### config.mk
export PLATFORM = sky130hd
export DESIGN_NAME = apb_ucpd_tx_seq_flat
export DESIGN_NICKNAME = d
export VERILOG_FILES = /design/src/rtl/apb_ucpd_tx_seq_if.sv /design/src/rtl/apb_ucpd_tx_seq.sv /design/src/flat_wrapper.sv
export SDC_FILE = /design/constraint.sdc
export NUM_CORES = 1
export LEC_CHECK = 0
export ABC_AREA = 1
export CORE_UTILIZATION = 36
export DETAILED_ROUTE_END_ITERATION = 12
export HOLD_SLACK_MARGIN = 0.03
export SLEW_MARGIN = 0
export SYNTH_ARGS = -nofsm -noshare
export SYNTH_HDL_FRONTEND = slang
export SYNTH_SLANG_ARGS = --single-unit
### constraint.sdc
create_clock -name ic_clk -period 2.55 [get_ports ic_clk]
set_input_delay 0.255 -clock ic_clk [delete_from_list [all_inputs] [get_ports ic_clk]]
set_output_delay 0.255 -clock ic_clk [all_outputs]
set_load 0.02 [all_outputs]
### src/rtl/apb_ucpd_tx_seq_if.sv
// Control and status bundle between a host and the UCPD transmit sequencer.
// The host drives the request side and the sequencer drives phase and status outputs.
interface apb_ucpd_tx_seq_if #(
    parameter int PAY_W = 10
);
    logic             tx_start;
    logic [1:0]       tx_mode;
    logic [PAY_W-1:0] tx_paysize;
    logic [7:0]       ifg_bits;
    logic [15:0]      bist_bits;
    logic             tx_abort;
    logic             txfifo_empty;
    logic             txfifo_ld_en;
    logic             pre_en;
    logic             sop_en;
    logic             data_en;
    logic             crc_en;
    logic             eop_en;
    logic             wait_en;
    logic             bist_en;
    logic             bmc_en;
    logic             cc_oen;
    logic [3:0]       bit_idx;
    logic             tx_busy;
    logic             tx_msg_sent;
    logic             tx_msg_abt;
    logic             tx_und;
    logic             tx_rst_sent;

    modport master (
        output tx_start, tx_mode, tx_paysize, ifg_bits, bist_bits, tx_abort, txfifo_empty,
        input  txfifo_ld_en, pre_en, sop_en, data_en, crc_en, eop_en, wait_en, bist_en,
        input  bmc_en, cc_oen, bit_idx, tx_busy, tx_msg_sent, tx_msg_abt, tx_und, tx_rst_sent
    );

    modport slave (
        input  tx_start, tx_mode, tx_paysize, ifg_bits, bist_bits, tx_abort, txfifo_empty,
        output txfifo_ld_en, pre_en, sop_en, data_en, crc_en, eop_en, wait_en, bist_en,
        output bmc_en, cc_oen, bit_idx, tx_busy, tx_msg_sent, tx_msg_abt, tx_und, tx_rst_sent
    );
endinterface

### src/rtl/apb_ucpd_tx_seq.sv
// USB-PD transmit sequencer: preamble, SOP, payload, CRC, EOP and inter-frame gap.
// Define UCPD_TX_BIST_EN to enable the BIST carrier mode (tx_mode 3).
module apb_ucpd_tx_seq #(
    parameter int PRE_BITS  = 64,
    parameter int SOP_BITS  = 20,
    parameter int CRC_BITS  = 40,
    parameter int EOP_BITS  = 5,
    parameter int PAY_W     = 10,
    parameter int BYTE_BITS = 10
) (
    input  logic                   ic_clk,
    input  logic                   ic_rst,
    input  logic                   ucpden,
    input  logic                   bit_tick,
    apb_ucpd_tx_seq_if.slave       bus
);

    typedef enum logic [2:0] {
        ST_IDLE = 3'd0,
        ST_PRE  = 3'd1,
        ST_SOP  = 3'd2,
        ST_DATA = 3'd3,
        ST_CRC  = 3'd4,
        ST_EOP  = 3'd5,
        ST_WAIT = 3'd6,
        ST_BIST = 3'd7
    } state_t;

    state_t           state_r;
    state_t           state_nxt;
    logic [15:0]      bit_cnt_r;
    logic [15:0]      bit_cnt_nxt;
    logic [3:0]       bit_idx_r;
    logic [3:0]       bit_idx_nxt;
    logic [PAY_W-1:0] byte_cnt_r;
    logic [PAY_W-1:0] byte_cnt_nxt;
    logic [PAY_W-1:0] size_r;
    logic [1:0]       mode_r;
    logic             abort_r;
    logic             abort_nxt;
    logic             msg_sent_r;
    logic             msg_abt_r;
    logic             rst_sent_r;
    logic [15:0]      len_m1_s;
    logic             bit_last_s;
    logic             bit_wrap_s;
    logic             byte_last_s;
    logic             start_ok_s;
    logic             ld_en_s;
    logic             und_s;
    logic             latch_s;
    logic             done_s;

`ifdef UCPD_TX_BIST_EN
    assign start_ok_s = 1'b1;
`else
    assign start_ok_s = (bus.tx_mode != 2'd3);
`endif

    // Terminal bit count of the current serial phase.
    always_comb begin
        len_m1_s = 16'd0;
        case (state_r)
            ST_PRE:  len_m1_s = 16'(PRE_BITS - 1);
            ST_SOP:  len_m1_s = 16'(SOP_BITS - 1);
            ST_CRC:  len_m1_s = 16'(CRC_BITS - 1);
            ST_EOP:  len_m1_s = 16'(EOP_BITS - 1);
            ST_WAIT: len_m1_s = (bus.ifg_bits == 8'd0) ? 16'd0 : ({8'd0, bus.ifg_bits} - 16'd1);
`ifdef UCPD_TX_BIST_EN
            ST_BIST: len_m1_s = (bus.bist_bits == 16'd0) ? 16'd0 : (bus.bist_bits - 16'd1);
`endif
            default: len_m1_s = 16'd0;
        endcase
    end

    assign bit_last_s  = bit_tick && (bit_cnt_r == len_m1_s);
    assign bit_wrap_s  = bit_tick && (bit_idx_r == 4'(BYTE_BITS - 1));
    assign byte_last_s = (byte_cnt_r == (size_r - PAY_W'(1)));

    // Next-state, counter and strobe decode.
    always_comb begin
        state_nxt    = state_r;
        bit_cnt_nxt  = bit_cnt_r;
        bit_idx_nxt  = bit_idx_r;
        byte_cnt_nxt = byte_cnt_r;
        abort_nxt    = abort_r;
        ld_en_s      = 1'b0;
        und_s        = 1'b0;
        latch_s      = 1'b0;
        done_s       = 1'b0;

        if (bit_tick && (state_r != ST_IDLE) && (state_r != ST_DATA)) begin
            bit_cnt_nxt = bit_last_s ? 16'd0 : (bit_cnt_r + 16'd1);
        end else begin
            bit_cnt_nxt = bit_cnt_r;
        end

        case (state_r)
            ST_IDLE: begin
                if (bus.tx_start && start_ok_s) begin
                    state_nxt = ST_PRE;
                    latch_s   = 1'b1;
                    abort_nxt = 1'b0;
                end else begin
                    state_nxt = ST_IDLE;
                end
            end
            ST_PRE: begin
                if (bit_last_s) begin
`ifdef UCPD_TX_BIST_EN
                    state_nxt = (mode_r == 2'd3) ? ST_BIST : ST_SOP;
`else
                    state_nxt = ST_SOP;
`endif
                end else begin
                    state_nxt = ST_PRE;
                end
            end
            ST_SOP: begin
                if (!bit_last_s) begin
                    state_nxt = ST_SOP;
                end else if (mode_r != 2'd0) begin
                    state_nxt = ST_WAIT;
                end else if (size_r == '0) begin
                    state_nxt = ST_CRC;
                end else begin
                    // First byte is fetched as the ordered set ends.
                    ld_en_s = 1'b1;
                    if (bus.txfifo_empty) begin
                        und_s     = 1'b1;
                        abort_nxt = 1'b1;
                        state_nxt = ST_EOP;
                    end else begin
                        state_nxt = ST_DATA;
                    end
                end
            end
            ST_DATA: begin
                if (bus.tx_abort) begin
                    abort_nxt = 1'b1;
                    state_nxt = ST_EOP;
                end else if (bit_wrap_s) begin
                    bit_idx_nxt = 4'd0;
                    if (byte_last_s) begin
                        state_nxt = ST_CRC;
                    end else begin
                        ld_en_s      = 1'b1;
                        byte_cnt_nxt = byte_cnt_r + PAY_W'(1);
                        if (bus.txfifo_empty) begin
                            und_s     = 1'b1;
                            abort_nxt = 1'b1;
                            state_nxt = ST_EOP;
                        end else begin
                            state_nxt = ST_DATA;
                        end
                    end
                end else if (bit_tick) begin
                    bit_idx_nxt = bit_idx_r + 4'd1;
                end else begin
                    bit_idx_nxt = bit_idx_r;
                end
            end
            ST_CRC: begin
                if (bus.tx_abort) begin
                    abort_nxt = 1'b1;
                    state_nxt = ST_EOP;
                end else if (bit_last_s) begin
                    state_nxt = ST_EOP;
                end else begin
                    state_nxt = ST_CRC;
                end
            end
            ST_EOP: begin
                state_nxt = bit_last_s ? ST_WAIT : ST_EOP;
            end
            ST_WAIT: begin
                if ((bus.ifg_bits == 8'd0) || bit_last_s) begin
                    state_nxt = ST_IDLE;
                    done_s    = 1'b1;
                end else begin
                    state_nxt = ST_WAIT;
                end
            end
`ifdef UCPD_TX_BIST_EN
            ST_BIST: begin
                state_nxt = (bus.tx_abort || bit_last_s) ? ST_IDLE : ST_BIST;
            end
`endif
            default: state_nxt = ST_IDLE;
        endcase
    end

    // State, counters, latched request and completion pulses.
    always_ff @(posedge ic_clk) begin
        if (ic_rst || !ucpden) begin
            state_r    <= ST_IDLE;
            bit_cnt_r  <= 16'd0;
            bit_idx_r  <= 4'd0;
            byte_cnt_r <= '0;
            size_r     <= '0;
            mode_r     <= 2'd0;
            abort_r    <= 1'b0;
            msg_sent_r <= 1'b0;
            msg_abt_r  <= 1'b0;
            rst_sent_r <= 1'b0;
        end else begin
            // Every phase change restarts the bit and byte counters.
            state_r    <= state_nxt;
            bit_cnt_r  <= (state_nxt != state_r) ? 16'd0 : bit_cnt_nxt;
            bit_idx_r  <= (state_nxt != state_r) ? 4'd0 : bit_idx_nxt;
            byte_cnt_r <= (state_nxt != state_r) ? '0 : byte_cnt_nxt;
            abort_r    <= abort_nxt;
            if (latch_s) begin
                mode_r <= bus.tx_mode;
                size_r <= bus.tx_paysize;
            end else begin
                mode_r <= mode_r;
                size_r <= size_r;
            end
            msg_sent_r <= done_s && (mode_r == 2'd0) && !abort_r;
            msg_abt_r  <= done_s && (mode_r == 2'd0) && abort_r;
            rst_sent_r <= done_s && ((mode_r == 2'd1) || (mode_r == 2'd2));
        end
    end

    assign bus.pre_en  = (state_r == ST_PRE);
    assign bus.sop_en  = (state_r == ST_SOP);
    assign bus.data_en = (state_r == ST_DATA);
    assign bus.crc_en  = (state_r == ST_CRC);
    assign bus.eop_en  = (state_r == ST_EOP);
    assign bus.wait_en = (state_r == ST_WAIT);
`ifdef UCPD_TX_BIST_EN
    assign bus.bist_en = (state_r == ST_BIST);
`else
    assign bus.bist_en = 1'b0;
`endif
    assign bus.bmc_en = bus.pre_en | bus.sop_en | bus.data_en | bus.crc_en |
                        bus.eop_en | bus.bist_en | bus.wait_en;
    assign bus.cc_oen       = bus.bmc_en;
    assign bus.bit_idx      = bit_idx_r;
    assign bus.tx_busy      = (state_r != ST_IDLE);
    assign bus.txfifo_ld_en = ld_en_s & ucpden;
    assign bus.tx_und       = und_s & ucpden;
    assign bus.tx_msg_sent  = msg_sent_r;
    assign bus.tx_msg_abt   = msg_abt_r;
    assign bus.tx_rst_sent  = rst_sent_r;

endmodule

### src/flat_wrapper.sv
// flat-port wrapper written by rule: the top's interface ports become plain ports
module apb_ucpd_tx_seq_flat 
#(
    parameter int PRE_BITS  = 64,
    parameter int SOP_BITS  = 20,
    parameter int CRC_BITS  = 40,
    parameter int EOP_BITS  = 5,
    parameter int PAY_W     = 10,
    parameter int BYTE_BITS = 10
)
  (ic_clk, ic_rst, ucpden, bit_tick, bus_tx_start, bus_tx_mode, bus_tx_paysize, bus_ifg_bits, bus_bist_bits, bus_tx_abort, bus_txfifo_empty, bus_txfifo_ld_en, bus_pre_en, bus_sop_en, bus_data_en, bus_crc_en, bus_eop_en, bus_wait_en, bus_bist_en, bus_bmc_en, bus_cc_oen, bus_bit_idx, bus_tx_busy, bus_tx_msg_sent, bus_tx_msg_abt, bus_tx_und, bus_tx_rst_sent);
  apb_ucpd_tx_seq_if #(.PAY_W(PAY_W)) bus_i ();
  input  logic ic_clk;
  input  logic ic_rst;
  input  logic ucpden;
  input  logic bit_tick;
  input wire logic [$bits(bus_i.tx_start)-1:0] bus_tx_start;
  input wire logic [$bits(bus_i.tx_mode)-1:0] bus_tx_mode;
  input wire logic [$bits(bus_i.tx_paysize)-1:0] bus_tx_paysize;
  input wire logic [$bits(bus_i.ifg_bits)-1:0] bus_ifg_bits;
  input wire logic [$bits(bus_i.bist_bits)-1:0] bus_bist_bits;
  input wire logic [$bits(bus_i.tx_abort)-1:0] bus_tx_abort;
  input wire logic [$bits(bus_i.txfifo_empty)-1:0] bus_txfifo_empty;
  output wire logic [$bits(bus_i.txfifo_ld_en)-1:0] bus_txfifo_ld_en;
  output wire logic [$bits(bus_i.pre_en)-1:0] bus_pre_en;
  output wire logic [$bits(bus_i.sop_en)-1:0] bus_sop_en;
  output wire logic [$bits(bus_i.data_en)-1:0] bus_data_en;
  output wire logic [$bits(bus_i.crc_en)-1:0] bus_crc_en;
  output wire logic [$bits(bus_i.eop_en)-1:0] bus_eop_en;
  output wire logic [$bits(bus_i.wait_en)-1:0] bus_wait_en;
  output wire logic [$bits(bus_i.bist_en)-1:0] bus_bist_en;
  output wire logic [$bits(bus_i.bmc_en)-1:0] bus_bmc_en;
  output wire logic [$bits(bus_i.cc_oen)-1:0] bus_cc_oen;
  output wire logic [$bits(bus_i.bit_idx)-1:0] bus_bit_idx;
  output wire logic [$bits(bus_i.tx_busy)-1:0] bus_tx_busy;
  output wire logic [$bits(bus_i.tx_msg_sent)-1:0] bus_tx_msg_sent;
  output wire logic [$bits(bus_i.tx_msg_abt)-1:0] bus_tx_msg_abt;
  output wire logic [$bits(bus_i.tx_und)-1:0] bus_tx_und;
  output wire logic [$bits(bus_i.tx_rst_sent)-1:0] bus_tx_rst_sent;
  assign bus_i.tx_start = bus_tx_start;
  assign bus_i.tx_mode = bus_tx_mode;
  assign bus_i.tx_paysize = bus_tx_paysize;
  assign bus_i.ifg_bits = bus_ifg_bits;
  assign bus_i.bist_bits = bus_bist_bits;
  assign bus_i.tx_abort = bus_tx_abort;
  assign bus_i.txfifo_empty = bus_txfifo_empty;
  assign bus_txfifo_ld_en = bus_i.txfifo_ld_en;
  assign bus_pre_en = bus_i.pre_en;
  assign bus_sop_en = bus_i.sop_en;
  assign bus_data_en = bus_i.data_en;
  assign bus_crc_en = bus_i.crc_en;
  assign bus_eop_en = bus_i.eop_en;
  assign bus_wait_en = bus_i.wait_en;
  assign bus_bist_en = bus_i.bist_en;
  assign bus_bmc_en = bus_i.bmc_en;
  assign bus_cc_oen = bus_i.cc_oen;
  assign bus_bit_idx = bus_i.bit_idx;
  assign bus_tx_busy = bus_i.tx_busy;
  assign bus_tx_msg_sent = bus_i.tx_msg_sent;
  assign bus_tx_msg_abt = bus_i.tx_msg_abt;
  assign bus_tx_und = bus_i.tx_und;
  assign bus_tx_rst_sent = bus_i.tx_rst_sent;
  apb_ucpd_tx_seq #(.PRE_BITS(PRE_BITS), .SOP_BITS(SOP_BITS), .CRC_BITS(CRC_BITS), .EOP_BITS(EOP_BITS), .PAY_W(PAY_W), .BYTE_BITS(BYTE_BITS)) u_core (.ic_clk(ic_clk), .ic_rst(ic_rst), .ucpden(ucpden), .bit_tick(bit_tick), .bus(bus_i));
endmodule
==> summary.txt, run 1 <==
Clock tree
  • CTS tree: built
  • Clk pin slew, worst setup/hold paths: 100 ps
  • Clock root buffer master: clkbuf_8
  • Clock buffer depth: 2
  • Post-CTS Hold Buffers: 0
  • H-tree depth: 2
  • Skew-Pair Late Insertion Delay: 300 ps
  • Number of CTS-inserted buffers: 5
  • CTS sink cnt: 49

Status
  • Status: complete, no violations

Placement
  • GPL Wtd Cong: 0.926
  • DP HPWL: 8.13 mm
  • Port buffer count: 44

Global route
  • Largest net degree at the start of global routing: 20
  • Total GRT Usage: 0.194
  • First-pass GRT wire length: 17.4 mm
  • Number of global-route vias before repair: 3872
  • Global route overflow: 0
  • Initial antenna violation count: 0

Detailed routing
  • ANT nets after route: 0
  • Post-route DRC: 0
  • DRT iter0 DRCs: 114
  • WL/cell: 12.2 µm
  • Vias post-DR: 4079
  • Mean number of vias per cell: 4.69
  • Pre-antenna DRT Iters: 4
  • Total Wirelength: 10.6 mm

Power
  • Peak VDD IR: 215 µV
  • Sw Ratio: 0.306
  • Net Switching: 514 µW
  • Comb power frac: 0.255
  • Int Power: 1170 µW
  • Leakage: 0.00239 µW
  • Pwr dens: 313 nW/µm²
  • Sequential Power Share: 0.468
  • Power, Total: 1680 µW
  • Clock share of power: 0.277

Timing
  • Final count of hold timing violations: 0
  • Final setup vio count: 0
  • Final Critical Period: 2470 ps
  • Period utilization: 0.970
  • Peak Freq: 0.404 GHz
  • Worst clock skew: 12.1 ps
  • Fin. max-slew vios: 0

Die
  • Initial Util: 0.376
  • # IOs: 62
  • Core region area: 9860 µm²
  • Die H: 104 µm
  • # rows: 36
  • Die area: 10700 µm²
  • Die span in x: 104 µm

Critical path
  • Crit end category: output pin
  • Worst EP arrival: 2220 ps
  • Critical path type: flip-flop to output pin
  • Crit path launch type: flip-flop
  • CP required: 2300 ps
  • Worst Path Max Fanout: 7

Worst hold path
  • HP Class: flip-flop to flip-flop

Logic synthesis
  • Syn_area_per_cell: 6.20 µm²
  • Post-synthesis cell count: 598
  • Mapped Nets: 650
  • Synth cell types: 33
  • Synth Warn #: 0
  • Post-synthesis register bit count: 49
  • Sequential fraction of the synthesis area: 0.264
  • Post-Syn Area: 3710 µm²

Cells and area
  • Layout fillers: 944
  • Final design utilization: 0.544
  • Nets: 787
  • Diode count: 0
  • Share of cells above drive strength 1: 0.303
  • Layout area overhead: 44.7%

Run
  • Max_cap viols: 0
[what timing repair did]
item / 4_1_cts / 5_1_grt
buffers inserted: 4 / 7
pin swaps: 22 / 25
endpoints found under the setup margin: 32 / 32
cloned: 1 / 2
gates resized for setup: 57 / 47
[placed cells by master, fill, tap and decap left out, types with 6 or more instances in the layout]
master	synthesis	layout
nor2_2	36	40
nor2_1	81	71
nor2_4	2	9
o21ai_0	29	27
a21oi_1	20	18
dlygate4sd2_1	0	6
nand3_1	30	25
nand2_2	5	20
inv_1	97	89
dfxtp_1	49	44
inv_2	3	9
nand2_1	142	124
nand4_1	14	14
nor3_1	14	14
buf_4	3	90
nand3_2	10	13
xor2_1	26	26
clkdlybuf4s50_1	0	34
[worst paths after layout]
kind         cells past startpoint                endpoint               from  slack (ps)
max                             14              bus_tx_und  u_core.state_r[2]          80
min                              1  u_core.bus.tx_msg_sent     u_core.abort_r         460
max reg2reg                     16     u_core.bit_cnt_r[1]  u_core.state_r[2]         110
min reg2reg                      1  u_core.bus.tx_msg_sent     u_core.abort_r         460
[power by group through the flow]
stage                     logic, µW  registers (µW)  clock network [µW]
after global routing            476             788                 512
after detailed placement        380             804                   0
after CTS                       397             787                 484
after floorplan                 217             801                   0
after global placement          374             803                   0
final                           429             786                 464
[metrics by stage]
step	cells	TNS, ps	instance area (µm²)	hold slack (ps)	setup WS [ps]
5_1_grt	869	-563	5370	476	-57.2
3_5_place_dp	848	-19390	4890	439	-751
2_1_floorplan	598	0	3710	390	340
4_1_cts	861	0	5130	455	2.01
6_report	869	0	5370	458	75.5
3_3_place_gp	848	-17830	4890	436	-734
[critical path, cell delays in order (launching register included)]
cell     delay, ps
dfxtp_4        370
buf_8          130
buf_4          130
nor2_4         180
nor2_4          80
nand3_1        130
nand3_2        120
inv_1           70
nand2_1         60
nor2_2         120
nand4_1        120
nand2_2        110
nand3_2         60
nor2_1          90
buf_4          140
[kinds of logic (layout without fill, tap and decap cells)]
kind of cell | count (synthesis) | count (layout) | synth area share
simple gates | 343 | 344 | 0.430
buf+inv | 111 | 248 | 0.124
compound gates | 54 | 54 | 0.0772
flops | 49 | 49 | 0.264
xor+xnor | 31 | 31 | 0.0732
fa+ha+maj | 9 | 9 | 0.0304
other cells | 1 | 1 | 0.00101
[registers in the layout, summed over array words and instances (netlist names)]
name and flops:
u_core.bit_cnt_r 16, u_core.byte_cnt_r 10, u_core.size_r 10, u_core.bus.bit_idx 4
u_core.state_r 3, u_core.mode_r 2, u_core.abort_r 1, u_core.bus.tx_msg_abt 1
u_core.bus.tx_msg_sent 1, u_core.bus.tx_rst_sent 1
[layer usage]
metal | vias to the layer above | GRT usage | wire length (µm)
met3 | 23 | 0.0277 | 337
met1 | 1838 | 0.242 | 4730
met5 | - | 0 | 0
met4 | 0 | 0.0569 | 237
li1 | 2140 | - | -
met2 | 78 | 0.345 | 5310
[synthesized netlist by cell type]
cell type | number | area, µm²
nand3_2 | 10 | 100
conb_1 | 1 | 3.75
buf_4 | 3 | 22.5
o21ai_0 | 29 | 145
clkbuf_2 | 1 | 5.00
xnor2_1 | 5 | 43.8
nor3_1 | 14 | 70.1
nor2_2 | 36 | 225
a21oi_1 | 20 | 100
xor2_1 | 26 | 228
nand3_1 | 30 | 150
inv_2 | 3 | 11.3
nand3b_1 | 1 | 7.51
ha_1 | 9 | 113
nand2_2 | 5 | 31.3
nor3b_1 | 2 | 15.0
nor2_1 | 81 | 304
dfxtp_1 | 49 | 981
inv_1 | 97 | 364
buf_1 | 1 | 3.75
a21boi_0 | 1 | 7.51
nand3_4 | 1 | 17.5
a41oi_1 | 1 | 8.76
o41ai_1 | 1 | 8.76
nand4_1 | 14 | 87.6
o21ai_1 | 1 | 5.00
nor2_4 | 2 | 22.5
clkbuf_1 | 2 | 7.51
nand2_1 | 142 | 533
o21bai_2 | 1 | 11.3
nor4_1 | 4 | 25.0
buf_6 | 4 | 45.0
or2_2 | 1 | 6.26
[cell type report]
type / instances / area [µm²] / share of cell area
clock buffer: 5 / 68.8 / 0.0128
clock inverter: 3 / 21.3 / 0.00396
multi-input combinational: 439 / 2530 / 0.471
tap: 133 / 166 / 0.0310
sequential: 49 / 992 / 0.185
inverter: 100 / 380 / 0.0709
timing repair buffer: 140 / 1210 / 0.226
Power figures use the tool's default switching activity.
==> inputs of run 2 (changes only) <==
--- a/config.mk
+++ b/config.mk
@@ -8,7 +8,6 @@
 export ABC_AREA = 1
 export CORE_UTILIZATION = 36
 export DETAILED_ROUTE_END_ITERATION = 12
-export HOLD_SLACK_MARGIN = 0.03
 export SLEW_MARGIN = 0
 export SYNTH_ARGS = -nofsm -noshare
 export SYNTH_HDL_FRONTEND = slang
==> results of run 2 <==
Final layout, timing and power as in run 1 (identical DEF).
==> inputs of run 3 (changes only) <==
--- a/config.mk
+++ b/config.mk
@@ -5,7 +5,7 @@
 export SDC_FILE = /design/constraint.sdc
 export NUM_CORES = 1
 export LEC_CHECK = 0
-export ABC_AREA = 1
+export ABC_CLOCK_PERIOD_IN_PS = 2550
 export CORE_UTILIZATION = 36
 export DETAILED_ROUTE_END_ITERATION = 12
 export SLEW_MARGIN = 0
==> run 3 against run 2 <==
  * The run now ends with setup timing left
  * Final cell count is 21% lower
  * Sequential cell count stayed put
  * Clock-buffer cell count is 1 higher
  * Power is 3.6% higher
  * Utilization is 2.3 points higher
  * Sequential share of layout area is 1.1 points higher
  * Hold slack better by 19 ps
  * Combinational power is 9.3% higher
  * Synthesized cell count is 28% lower
  * Register-to-register slack worse by 430 ps
  * Critical path type unchanged
  * Largest cell class unchanged
==> summary.txt, run 3 <==
Die
  • # IOs: 62 (unchanged)
  • Die area: 9780 µm² (-8.8%)
  • # rows: 34 (-5.6%)
  • Initial Util: 0.380 (+0.00388)
  • Die H: 98.9 µm (-4.5%)
  • Core region area: 8890 µm² (-9.9%)
  • Die span in x: 98.9 µm (-4.5%)

Cells and area
  • Final std cells w/o fill: 686 (-21%)
  • Most common cell after layout, fill and taps aside: buf_4
  • Most frequent cells in the layout: 117 x buf_4, 67 x nor2_1, 46 x dfxtp_1
  • Layout fillers: 829 (-12%)
  • Share of cells above drive strength 1: 0.298 (-0.00541)
  • Top Registers: u_core.bit_cnt_r x16, u_core.byte_cnt_r x10, u_core.size_r x10
  • Nets: 629 (-20%)
  • Max reg flops: 16 (unchanged)
  • Fin area: 5040 µm² (-6.1%)
  • Layout area overhead: 49.1%
  • Diode count: 0 (unchanged)
  • Largest reg by FF count: u_core.bit_cnt_r

Critical path
  • Reg2reg start: u_core.state_r[1]
  • Critical path type: flip-flop to output pin
  • RR Endpoint: u_core.bit_cnt_r[11]
  • CP required: 2300 ps (about the same)
  • Crit end category: output pin
  • R2r setup slk: -320 ps (-430 ps)
  • Worst Path Max Fanout: 4 (-3)
  • Worst EP arrival: 2990 ps (+770 ps)
  • Reg2Reg Depth: 14 (-2)
  • Crit path launch type: flip-flop

Global route
  • Global route overflow: 0 (unchanged)
  • Number of global-route vias before repair: 3406 (-12%)
  • First-pass GRT wire length: 15.9 mm (-9.0%)
  • Initial antenna violation count: 0 (unchanged)
  • Grt met2 use: 0.328 (-0.0176)
  • Total GRT Usage: 0.199 (+0.00518)
  • Most Crowded Layer GR: met2
  • GR Util met1: 0.267 (+0.0257)
  • Largest net degree at the start of global routing: 17 (-15%)
  • Met3 usage: 0.0284 (+0.000678)

Logic synthesis
  • Top-count cell post-synth: nor2_1
  • Post-synthesis cell count: 430 (-28%)
  • Sequential fraction of the synthesis area: 0.290 (+0.0260)
  • Largest cells by area after synthesis: dfxtp_1 29%, nor2_1 7.4%, xnor2_1 6.0%
  • Mux cell area share after synthesis: 0.0511 (+0.0511)
  • Largest family of logic cells by synthesized area: simple AND/OR/NAND/NOR gates
  • Post-Syn Area: 3380 µm² (-8.9%)
  • Main synth FF type: dfxtp_1
  • Synth Warn #: 0 (unchanged)
  • Syn_area_per_cell: 7.86 µm² (+27%)
  • Mapped Nets: 482 (-26%)
  • Synth Area in XOR/XNOR: 0.101 (+0.0279)
  • Post-synth top area share: 0.290 (+0.0260)
  • Synth cell types: 65 (+97%)
  • Simple-Gate Fraction of Synth Area: 0.311 (-0.119)
  • Synth Area in Adders: 0.0333 (+0.00298)
  • Synth cell count leaders: 67 x nor2_1, 49 x dfxtp_1, 24 x nand2_1
  • Post-synthesis compound-gate area fraction: 0.159 (+0.0817)
  • Post-synth ARST share: 0 (unchanged)
  • Yosys top cell by area: dfxtp_1
  • Post-synthesis register bit count: 49 (unchanged)
  • EDFF count, synth: 0 (unchanged)

Timing
  • Final Critical Period: 3250 ps (+774 ps)
  • Final count of hold timing violations: 0 (unchanged)
  • Final setup vio count: 39 (+39)
  • Fin. max-slew vios: 0 (unchanged)
  • Period utilization: 1.27 (+0.304)
  • Worst clock skew: 15.5 ps (+3.38 ps)
  • RSZ-0062 raised after global routing: yes
  • PnR worst setup slack: -699 ps (-774 ps)
  • Peak Freq: 0.308 GHz (-24%)

Detailed routing
  • Post-route DRC: 0 (unchanged)
  • Pre-antenna DRT Iters: 4 (unchanged)
  • WL/cell: 13.8 µm (+13%)
  • ANT nets after route: 0 (unchanged)
  • Total Wirelength: 9.47 mm (-11%)
  • DRT iter0 DRCs: 154 (+35%)
  • Vias post-DR: 3622 (-11%)
  • Mean number of vias per cell: 5.28 (+12%)

Power
  • Pwr dens: 345 nW/µm² (+10%)
  • Leakage: 0.00214 µW (-10%)
  • Peak VDD IR: 192 µV (-11%)

Clock tree
  • Clock buffer depth: 2 (unchanged)
  • CTS sink cnt: 49 (unchanged)
  • CTS tree: built
  • Number of CTS-inserted buffers: 5 (unchanged)
  • H-tree depth: 2 (unchanged)
  • Post-CTS Hold Buffers: 0 (unchanged)
  • Skew-Pair Late Insertion Delay: 310 ps (about the same)
  • Clock root buffer master: clkbuf_8
  • Clk pin slew, worst setup/hold paths: 100 ps (about the same)

Placement
  • DP HPWL: 7.45 mm (-8.4%)
  • Placed Area: 4770 µm² (-2.5%)
  • Port buffer count: 44 (unchanged)
  • GPL Wtd Cong: 0.887 (-4.3%)
  • # placed instances: 672 (-21%)

Status
  • Failing checks: setup timing
  • Status: finished with violations

Run
  • Max_cap viols: 0 (unchanged)

Worst hold path
  • Worst Hold Depth: 1 (unchanged)
  • HP Class: flip-flop to flip-flop
  • Worst Hold Path EP: u_core.bus.tx_msg_sent
  • Worst hold start: u_core.abort_r
## run 3: worst max path at each step
stage                     depth (start not counted)         end              start
final                                            10  bus_tx_und  u_core.state_r[1]
after global routing                             11  bus_tx_und  u_core.state_r[1]
after CTS                                        10  bus_tx_und  u_core.state_r[1]
after detailed placement                         13  bus_tx_und    bus_ifg_bits[0]
after global placement                           12  bus_tx_und    bus_ifg_bits[0]
after floorplan                                   9  bus_tx_und  u_core.state_r[1]
## run 3: metrics by stage
| step | total power (µW) | hold slack (ps) | utilization | setup slack (ps) | setup TNS (ps) |
|---|---|---|---|---|---|
| after floorplan | 1040 | 399 | - | -294 | -3290 |
| after global placement | 1240 | 445 | 0.536 | -1340 | -31930 |
| after detailed placement | 1240 | 453 | 0.536 | -1370 | -33260 |
| after CTS | 1740 | 476 | 0.559 | -797 | -13110 |
| after global routing | 1840 | 507 | 0.567 | -800 | -17690 |
| final | 1740 | 476 | 0.567 | -699 | -12230 |
## run 3: report_power, final
part | total (µW) | internal, µW | switching (µW)
Clock | 485 | 220 | 265
Combinational | 469 | 249 | 220
Sequential | 785 | 774 | 11.0
Total | 1740 | 1240 | 496
## run 3: logic make-up after synthesis
kind of cell | Yosys count
AND/OR/NAND/NOR | 199
AO/OA/AOI/OAI | 74
flip-flops | 49
buffers and inverters | 42
XOR/XNOR | 39
multiplexers | 17
adder cells (fa/ha/maj) | 9
other | 1
## run 3: final cells by class
type                       instances  area, µm²  share of cell area
inverter                          18       67.6              0.0134
tap                              108        135              0.0268
multi-input combinational        339       2380               0.473
clock buffer                       6       82.6              0.0164
clock inverter                     2       13.8             0.00273
timing repair buffer             164       1370               0.272
sequential                        49        987               0.196
## run 3: worst max-delay path: stages (launching register included)
cell	delay, ps
dfxtp_4	370
or3b_4	390
a221o_1	320
o21a_1	130
a2111oi_4	320
and4_1	240
nand4b_1	190
o31ai_2	260
and3_4	220
and2_4	130
buf_6	110
## run 3: repair_timing
action	4_1_cts	5_1_grt
setup buffers	6	0
setup endpoints to repair	40	40
pin swaps	8	4
gates resized for setup	33	12
endpoints found under the hold margin	0	0
## run 3: layer usage
metal,routed length (µm),part of all wire
met1,4540,0.48
met2,4330,0.46
met3,428,0.045
met4,178,0.019
met5,0,0
